[src/rtl/report_framer.sv]
// UART transmit framer: snapshots one sensor report and sends it as a fixed byte frame ending in an XOR checksum.
// Define REPORT_FRAMER_SEQ_EN to insert an 8-bit frame sequence number after the header.
module report_framer #(
  parameter logic [7:0] HEADER       = 8'hA5,
  parameter int         BUSY_TIMEOUT = 16
) (
  input  logic       clk_in,
  input  logic       rst_n,
  input  logic       send_req,
  input  logic [7:0] avg,
  input  logic [7:0] temp_high,
  input  logic [7:0] temp_low,
  input  logic       temp_warn,
  input  logic       tx_busy,
  output logic       tx_start,
  output logic [7:0] tx_data,
  output logic       frame_busy,
  output logic       frame_done,
  output logic       frame_err
);

  // state     | meaning
  // IDLE      | no frame in progress, accepts send_req
  // LOAD      | present byte[idx] on tx_data, wait for the UART to be free
  // START     | one-cycle tx_start pulse, clear busy timer
  // WAIT_BUSY | wait for the UART to acknowledge by raising tx_busy
  // WAIT_IDLE | wait for the byte to finish, then advance idx
  // DONE      | frame_done pulse
  // ABORT     | frame_err pulse, UART never acknowledged
  typedef enum logic [2:0] {
    IDLE,
    LOAD,
    START,
    WAIT_BUSY,
    WAIT_IDLE,
    DONE,
    ABORT
  } state_t;

`ifdef REPORT_FRAMER_SEQ_EN
  localparam logic [2:0] LAST_IDX = 3'd6;
`else
  localparam logic [2:0] LAST_IDX = 3'd5;
`endif

  // The START cycle counts as the first cycle of waiting, so ABORT is entered
  // exactly BUSY_TIMEOUT cycles after the tx_start pulse.
  localparam logic [15:0] WAIT_LAST = 16'(BUSY_TIMEOUT - 2);

  state_t      state;
  state_t      state_nxt;
  logic [2:0]  idx;
  logic [7:0]  snap_avg;
  logic [7:0]  snap_high;
  logic [7:0]  snap_low;
  logic        snap_warn;
  logic [7:0]  chk_acc;
  logic [15:0] wait_cnt;
  logic [7:0]  cur_byte;
`ifdef REPORT_FRAMER_SEQ_EN
  logic [7:0]  seq_cnt;
`endif

  always_comb begin
    cur_byte = HEADER;
    case (idx)
`ifdef REPORT_FRAMER_SEQ_EN
      3'd1:    cur_byte = seq_cnt;
      3'd2:    cur_byte = snap_avg;
      3'd3:    cur_byte = snap_high;
      3'd4:    cur_byte = snap_low;
      3'd5:    cur_byte = {7'b0, snap_warn};
      3'd6:    cur_byte = chk_acc;
`else
      3'd1:    cur_byte = snap_avg;
      3'd2:    cur_byte = snap_high;
      3'd3:    cur_byte = snap_low;
      3'd4:    cur_byte = {7'b0, snap_warn};
      3'd5:    cur_byte = chk_acc;
`endif
      default: cur_byte = HEADER;
    endcase
  end

  always_ff @(posedge clk_in) begin
    if (!rst_n) begin
      state <= IDLE;
    end else begin
      state <= state_nxt;
    end
  end

  always_comb begin
    state_nxt  = state;
    tx_start   = 1'b0;
    frame_busy = 1'b1;
    frame_done = 1'b0;
    frame_err  = 1'b0;
    case (state)
      IDLE: begin
        frame_busy = 1'b0;
        if (send_req) state_nxt = LOAD;
      end
      LOAD: begin
        if (!tx_busy) state_nxt = START;
      end
      START: begin
        tx_start  = 1'b1;
        state_nxt = WAIT_BUSY;
      end
      WAIT_BUSY: begin
        if (tx_busy) state_nxt = WAIT_IDLE;
        else if (wait_cnt == WAIT_LAST) state_nxt = ABORT;
      end
      WAIT_IDLE: begin
        if (!tx_busy) state_nxt = (idx == LAST_IDX) ? DONE : LOAD;
      end
      DONE: begin
        frame_done = 1'b1;
        state_nxt  = IDLE;
      end
      ABORT: begin
        frame_err = 1'b1;
        state_nxt = IDLE;
      end
      default: state_nxt = IDLE;
    endcase
  end

  always_ff @(posedge clk_in) begin
    if (!rst_n) begin
      idx       <= 3'd0;
      snap_avg  <= 8'd0;
      snap_high <= 8'd0;
      snap_low  <= 8'd0;
      snap_warn <= 1'b0;
      chk_acc   <= 8'd0;
      wait_cnt  <= 16'd0;
      tx_data   <= 8'd0;
`ifdef REPORT_FRAMER_SEQ_EN
      seq_cnt   <= 8'd0;
`endif
    end else begin
      case (state)
        IDLE: begin
          if (send_req) begin
            snap_avg  <= avg;
            snap_high <= temp_high;
            snap_low  <= temp_low;
            snap_warn <= temp_warn;
            chk_acc   <= 8'd0;
            idx       <= 3'd0;
          end
        end
        LOAD: begin
          tx_data <= cur_byte;
          // fold each byte in once, on the cycle LOAD is left
          if (!tx_busy) chk_acc <= chk_acc ^ cur_byte;
        end
        START: wait_cnt <= 16'd0;
        WAIT_BUSY: begin
          if (!tx_busy) wait_cnt <= wait_cnt + 16'd1;
        end
        WAIT_IDLE: begin
          if (!tx_busy && idx != LAST_IDX) idx <= idx + 3'd1;
        end
        DONE: begin
          idx <= 3'd0;
`ifdef REPORT_FRAMER_SEQ_EN
          seq_cnt <= seq_cnt + 8'd1;
`endif
        end
        ABORT: idx <= 3'd0;
        default: ;
      endcase
    end
  end

endmodule

[config.mk]
export PLATFORM = sky130hd
export DESIGN_NAME = report_framer
export DESIGN_NICKNAME = d
export VERILOG_FILES = /design/src/rtl/report_framer.sv
export SDC_FILE = /design/constraint.sdc
export NUM_CORES = 1
export LEC_CHECK = 0
export CAP_MARGIN = 20
export CORE_UTILIZATION = 45
export CTS_CLUSTER_DIAMETER = 120
export DETAILED_ROUTE_END_ITERATION = 16
export PLACE_DENSITY = 0.72
export SYNTH_ARGS = -nofsm -noshare
export SYNTH_HDL_FRONTEND = slang
export SYNTH_SLANG_ARGS = --single-unit
[constraint.sdc]
create_clock -name clk_in -period 3.4 [get_ports clk_in]
set_input_delay 0.68 -clock clk_in [delete_from_list [all_inputs] [get_ports clk_in]]
set_output_delay 0.68 -clock clk_in [all_outputs]
set_load 0.01 [all_outputs]
# --- Word level (Yosys, flattened, before mapping) ---
# Cells that the tools add are included.
word_totals:
  register_bits: 63
  elab_cells: 63
  output_inout_bits: 12
classes:
  bitwise_logic: 1
  mux: 20
  add_sub_neg: 2
  n_eq_ne: 19
  reduce_logical: 12
op_table:
  columns: ["operator", "n"]
  rows:
  - ["$pmux W8 S5", 1]
  - ["$pmux W16 S2", 1]
  - ["$mux W3", 8]
  - ["$add A16 B1 Y16 const B", 1]
  - ["$eq A16 B4 Y1 const B", 1]
  - ["$mux W16", 1]
  - ["$mux W8", 2]
  - ["$pmux W8 S2", 1]
  - ["$eq A3 B3 Y1 const B", 5]
  - ["$pmux W3 S5", 1]
  - ["$eq A3 B2 Y1 const B", 4]
  - ["$ne A2 B2 Y1 const B", 5]
  - ["$pmux W3 S3", 1]
  - ["$xor A8 B8 Y8", 1]
  - ["$eq A3 B1 Y1 const B", 2]
  - ["$ne A3 B3 Y1 const B", 2]
  - ["$reduce_and A3 Y1", 2]
  - ["$mux W1", 4]
  - ["$reduce_and A2 Y1", 2]
  - ["$reduce_and A4 Y1", 1]
  - ["$reduce_bool A2 Y1", 2]
  - ["$add A3 B1 Y3 const B", 1]
  - ["$logic_not A3 Y1", 1]
  - ["$reduce_bool A3 Y1", 1]
  - ["3 further kinds", 3]

# --- Logic depth before layout (Yosys ltp) ---
depth:
  depth_word: 5
  mapped_depth: 9

# --- Least setup slack after synthesis ---
# OpenSTA, ideal clock, no wires.
synth_timing:
  path_kind: "input to register"
  startpoint: "input tx_busy"
  endpoint: "register wait_cnt[13]"
  setup_ns: 0.071
  t_arrival_ns: 2.151
  path_slack_ns: 1.178
  path_stages: 6
  cell_sequence: "buf_6 > a21o_1 > or4_1 > buf_2 > or4_1 > a21oi_1"
synth_via:
  elab_chain_cells: 2
synth_rtl:
  columns: ["element", "line", "source"]
  rows:
  - ["from (decl)", "14", "input logic tx_busy,"]
  - ["$ne A2 B2 Y1 (no line)", null, null]
  - ["$reduce_and A2 Y1 (no line)", null, null]
  - ["to (signal assigned)", "162", "if (!tx_busy) wait_cnt <= wait_cnt + 16'd1;"]
  - ["to (decl)", "58", "logic [15:0] wait_cnt;"]
# Every way passes these cells.
# A chain may end at the register's enable or synchronous reset.

# --- Worst setup path in the final report ---
layout_timing:
  startpoint: "register state[2]"
  endpoint: "output frame_err"
layout_via:
  elab_chain_cells: 2
layout_rtl:
  columns: ["element", "line", "source"]
  rows:
  - ["from (decl)", "50", "state_t state;"]
  - ["from (signal assigned)", "89", "state <= state_nxt;"]
  - ["$eq A3 B3 Y1", "99", "case (state)"]
  - ["$mux W1", "99", null]
  - ["to (decl)", "19", "output logic frame_err"]
# Every way passes these cells.

==> run_results.csv <==
group,metric,value,unit
route,dr_total_vias,2679,
setup_path,crit_path_end,"frame_err",
setup_path,cp.arrival,1.92,ns
logic_synthesis,synth_area_leaders,"dfxtp_1, a21oi_1, nand2_1",
layout,area_delta_synth_final,19.50,%
hold_path,hp-class,"reg2reg",
place,place_congestion,0.8102,
setup_path,critPathRequiredTime,2.72,ns
logic_synthesis,synth_edf_count,0,
logic_synthesis,async_flop_share,0,%
clocking,clockBufferDepth,2,
clocking,post-cts-setup-buffer-count,0,
clocking,hold_buffers,0,
grt,grt_usage,20.79,%
timing,fin_worst_skew,0.005567,ns
logic_synthesis,ys_seq_elements,63,
setup_path,reg2reg_slack,1.08,ns
logic_synthesis,synth.most_common_cell,"dfxtp_1",
logic_synthesis,synth_common_cells,"dfxtp_1, nand2_1, a21oi_1",
timing,rsz0062_at_grt,"false",
timing,min_period,2.602,ns
layout,layout-drive-gt1-share,7.342,%
pwr,peakVddDrop,271.1,µV
run_status,status,"completed",
logic_synthesis,ys.flop_type,"dfxtp_1",
timing,slew_violations,0,
clocking,cts-root-buf,"clkbuf_8",
logic_synthesis,synth_top_cell_area_share,42.37,%
logic_synthesis,syn_inst,362,
clocking,clock_tree.htree_level_count,3,
logic_synthesis,syn_area_per_cell,8.223,µm²
setup_path,path_class,"reg2out",
floorplanning,fp.dieH,83.33,µm
grt,overflow,0,
grt,grt_pass1_wl,11.67,mm
timing,tightest_slew,0.8759,ns
timing,period_share,76.53,%
setup_path,timing.rr.start,"idx[2]",
clocking,clock_sinks,63,
grt,grt_pass1_vias,2449,
logic_synthesis,yosysSeqAreaShare,42.37,%
timing,max_slew_margin,41.35,%
clocking,cts_resized,0,
grt,grt_start_max_net_pins,38,
clocking,cts-buffers-inserted,9,
route,wl_per_cell,14.14,µm
pwr,leakagePower,1.225,nW
timing,fin_tns_setup,0,ns
run,drv_cap,0,
logic_synthesis,synth_nets,398,
timing,setup_viol,0,
grt,antenna_found_initial,0,
floorplanning,die_x,83.33,µm
setup_path,critPathCaptureType,"primary output",
setup_path,critPathLaunch,"state[2]",
route,drtAntennaViolNets,0,
floorplanning,pin_count,41,
route,via_per_inst,5.676,
route,routed_wl,6.675,mm
setup_path,ff2ff_path_depth,5,
pwr,power_density,567.0,nW/µm²
floorplanning,placementRows,29,
place,portBuffers,40,
layout,n_antenna_cell,0,
logic_synthesis,yosys_warnings,0,
route,firstDrtPassIters,5,
logic_synthesis,yosysTopAreaCell,"dfxtp_1",
clocking,insertion_delay,0.33,ns
clocking,tritoncts,"yes",
timing,hold_viol_final,0,
floorplanning,die_area,6944,µm²
floorplanning,core_area,6350,µm²
setup_path,r2r-end,"chk_acc[2]",
route,drc,0,
logic_synthesis,netlist_area,2977,µm²
logic_synthesis,ys_types,47,
place,dp_hpwl,4.543,mm
layout,fin_nets,427,
layout,postLayoutCoreUtil,56.02,%
setup_path,cp-start-kind,"register",
setup_path,crit_fanout,16,
route,initialDrtViolationCount,181,
timing,fmax,384.3,MHz
floorplanning,start_util,46.88,%
clocking,cts.clk_slew.worst_paths,0.07,ns
==> power breakdown <==
| group | switching, mW | internal [mW] | total (mW) |
|---|---|---|---|
| sequential | 0.0813 | 0.838 | 0.919 |
| combinational | 0.298 | 0.244 | 0.542 |
| clock | 0.279 | 0.276 | 0.556 |
==> worst max-delay path, cell delays in order, from the launching register on <==
cell and delay [ns]:
dfxtp_1 0.64, nor2b_1 0.27, and2_1 0.15, clkdlybuf4s50_1 0.53
==> state kept, by name, indices dropped and copies added, names as in the netlist, 3 cells and up <==
name and cells:
idx 3, wait_cnt 16, snap_low 8, snap_high 8
tx_data 8, state 3, chk_acc 8, snap_avg 8
==> layout make-up <==
class | instances | area [µm²]
timing repair buffer | 44 | 430.4
clock buffer | 11 | 141.4
tap | 77 | 96.34
fill | 591 | 2793
sequential | 63 | 1261
inverter | 10 | 37.54
clock inverter | 4 | 22.52
multi-input combinational | 263 | 1568
==> how the worst min path moves through the flow <==
| stage | from | endpoint | slack (ns) | depth (start not counted) |
|---|---|---|---|---|
| 5_1_grt | snap_avg[5] | snap_avg[5] | 0.47 | 2 |
| 6_report | snap_avg[3] | snap_avg[3] | 0.45 | 2 |
| 3_5_place_dp | snap_avg[2] | snap_avg[2] | 0.45 | 2 |
| 3_3_place_gp | snap_avg[7] | snap_avg[7] | 0.44 | 2 |
| 4_1_cts | snap_avg[2] | snap_avg[2] | 0.45 | 2 |
| 2_1_floorplan | snap_avg[2] | snap_avg[2] | 0.43 | 2 |
==> kinds of logic (layout without fill, tap and decap cells) <==
group / after synthesis / in the layout / share of synthesized area, %
compound gates: 100 / 100 / 21.56
simple gates: 142 / 142 / 23.41
flops: 63 / 63 / 42.37
xor+xnor: 6 / 6 / 1.765
fa+ha+maj: 7 / 7 / 2.942
mux: 8 / 8 / 2.984
buf+inv: 36 / 69 / 4.960
==> per-stage QoR <==
step	hold WS, ns	total power [mW]	cells	area [µm²]	worst slack [ns]
floorplan	0.4322	1.274	362	2977	1.178
global placement	0.4387	1.463	457	3393	0.5845
detailed placement	0.4454	1.480	457	3393	0.5570
CTS	0.4543	2.029	472	3557	0.7860
global route	0.4699	2.156	472	3557	0.6883
finish	0.4525	2.017	472	3557	0.7980
==> per-layer routing <==
layer	share of wire [%]	routed length [µm]	vias up	global-route usage (%)
li1	-	-	1372	-
met1	50	3328	1243	29.14
met2	46	3043	54	30.92
met3	3.1	205	10	3.678
met4	1.5	97	0	9.718
met5	0	0	-	0
==> placed cells by master, fill, tap and decap left out, types with 5 or more instances in the layout <==
cell / n
dfxtp_1: 63
nand2_1: 60
a21oi_1: 48
clkdlybuf4s50_1: 40
nor2_1: 20
nand3_1: 14
o21ai_0: 10
clkbuf_8: 10
or4_1: 9
inv_1: 8
o31ai_1: 8
or3_1: 7
a222oi_1: 7
ha_1: 7
nand4_1: 5
Power figures use the tool's default switching activity.
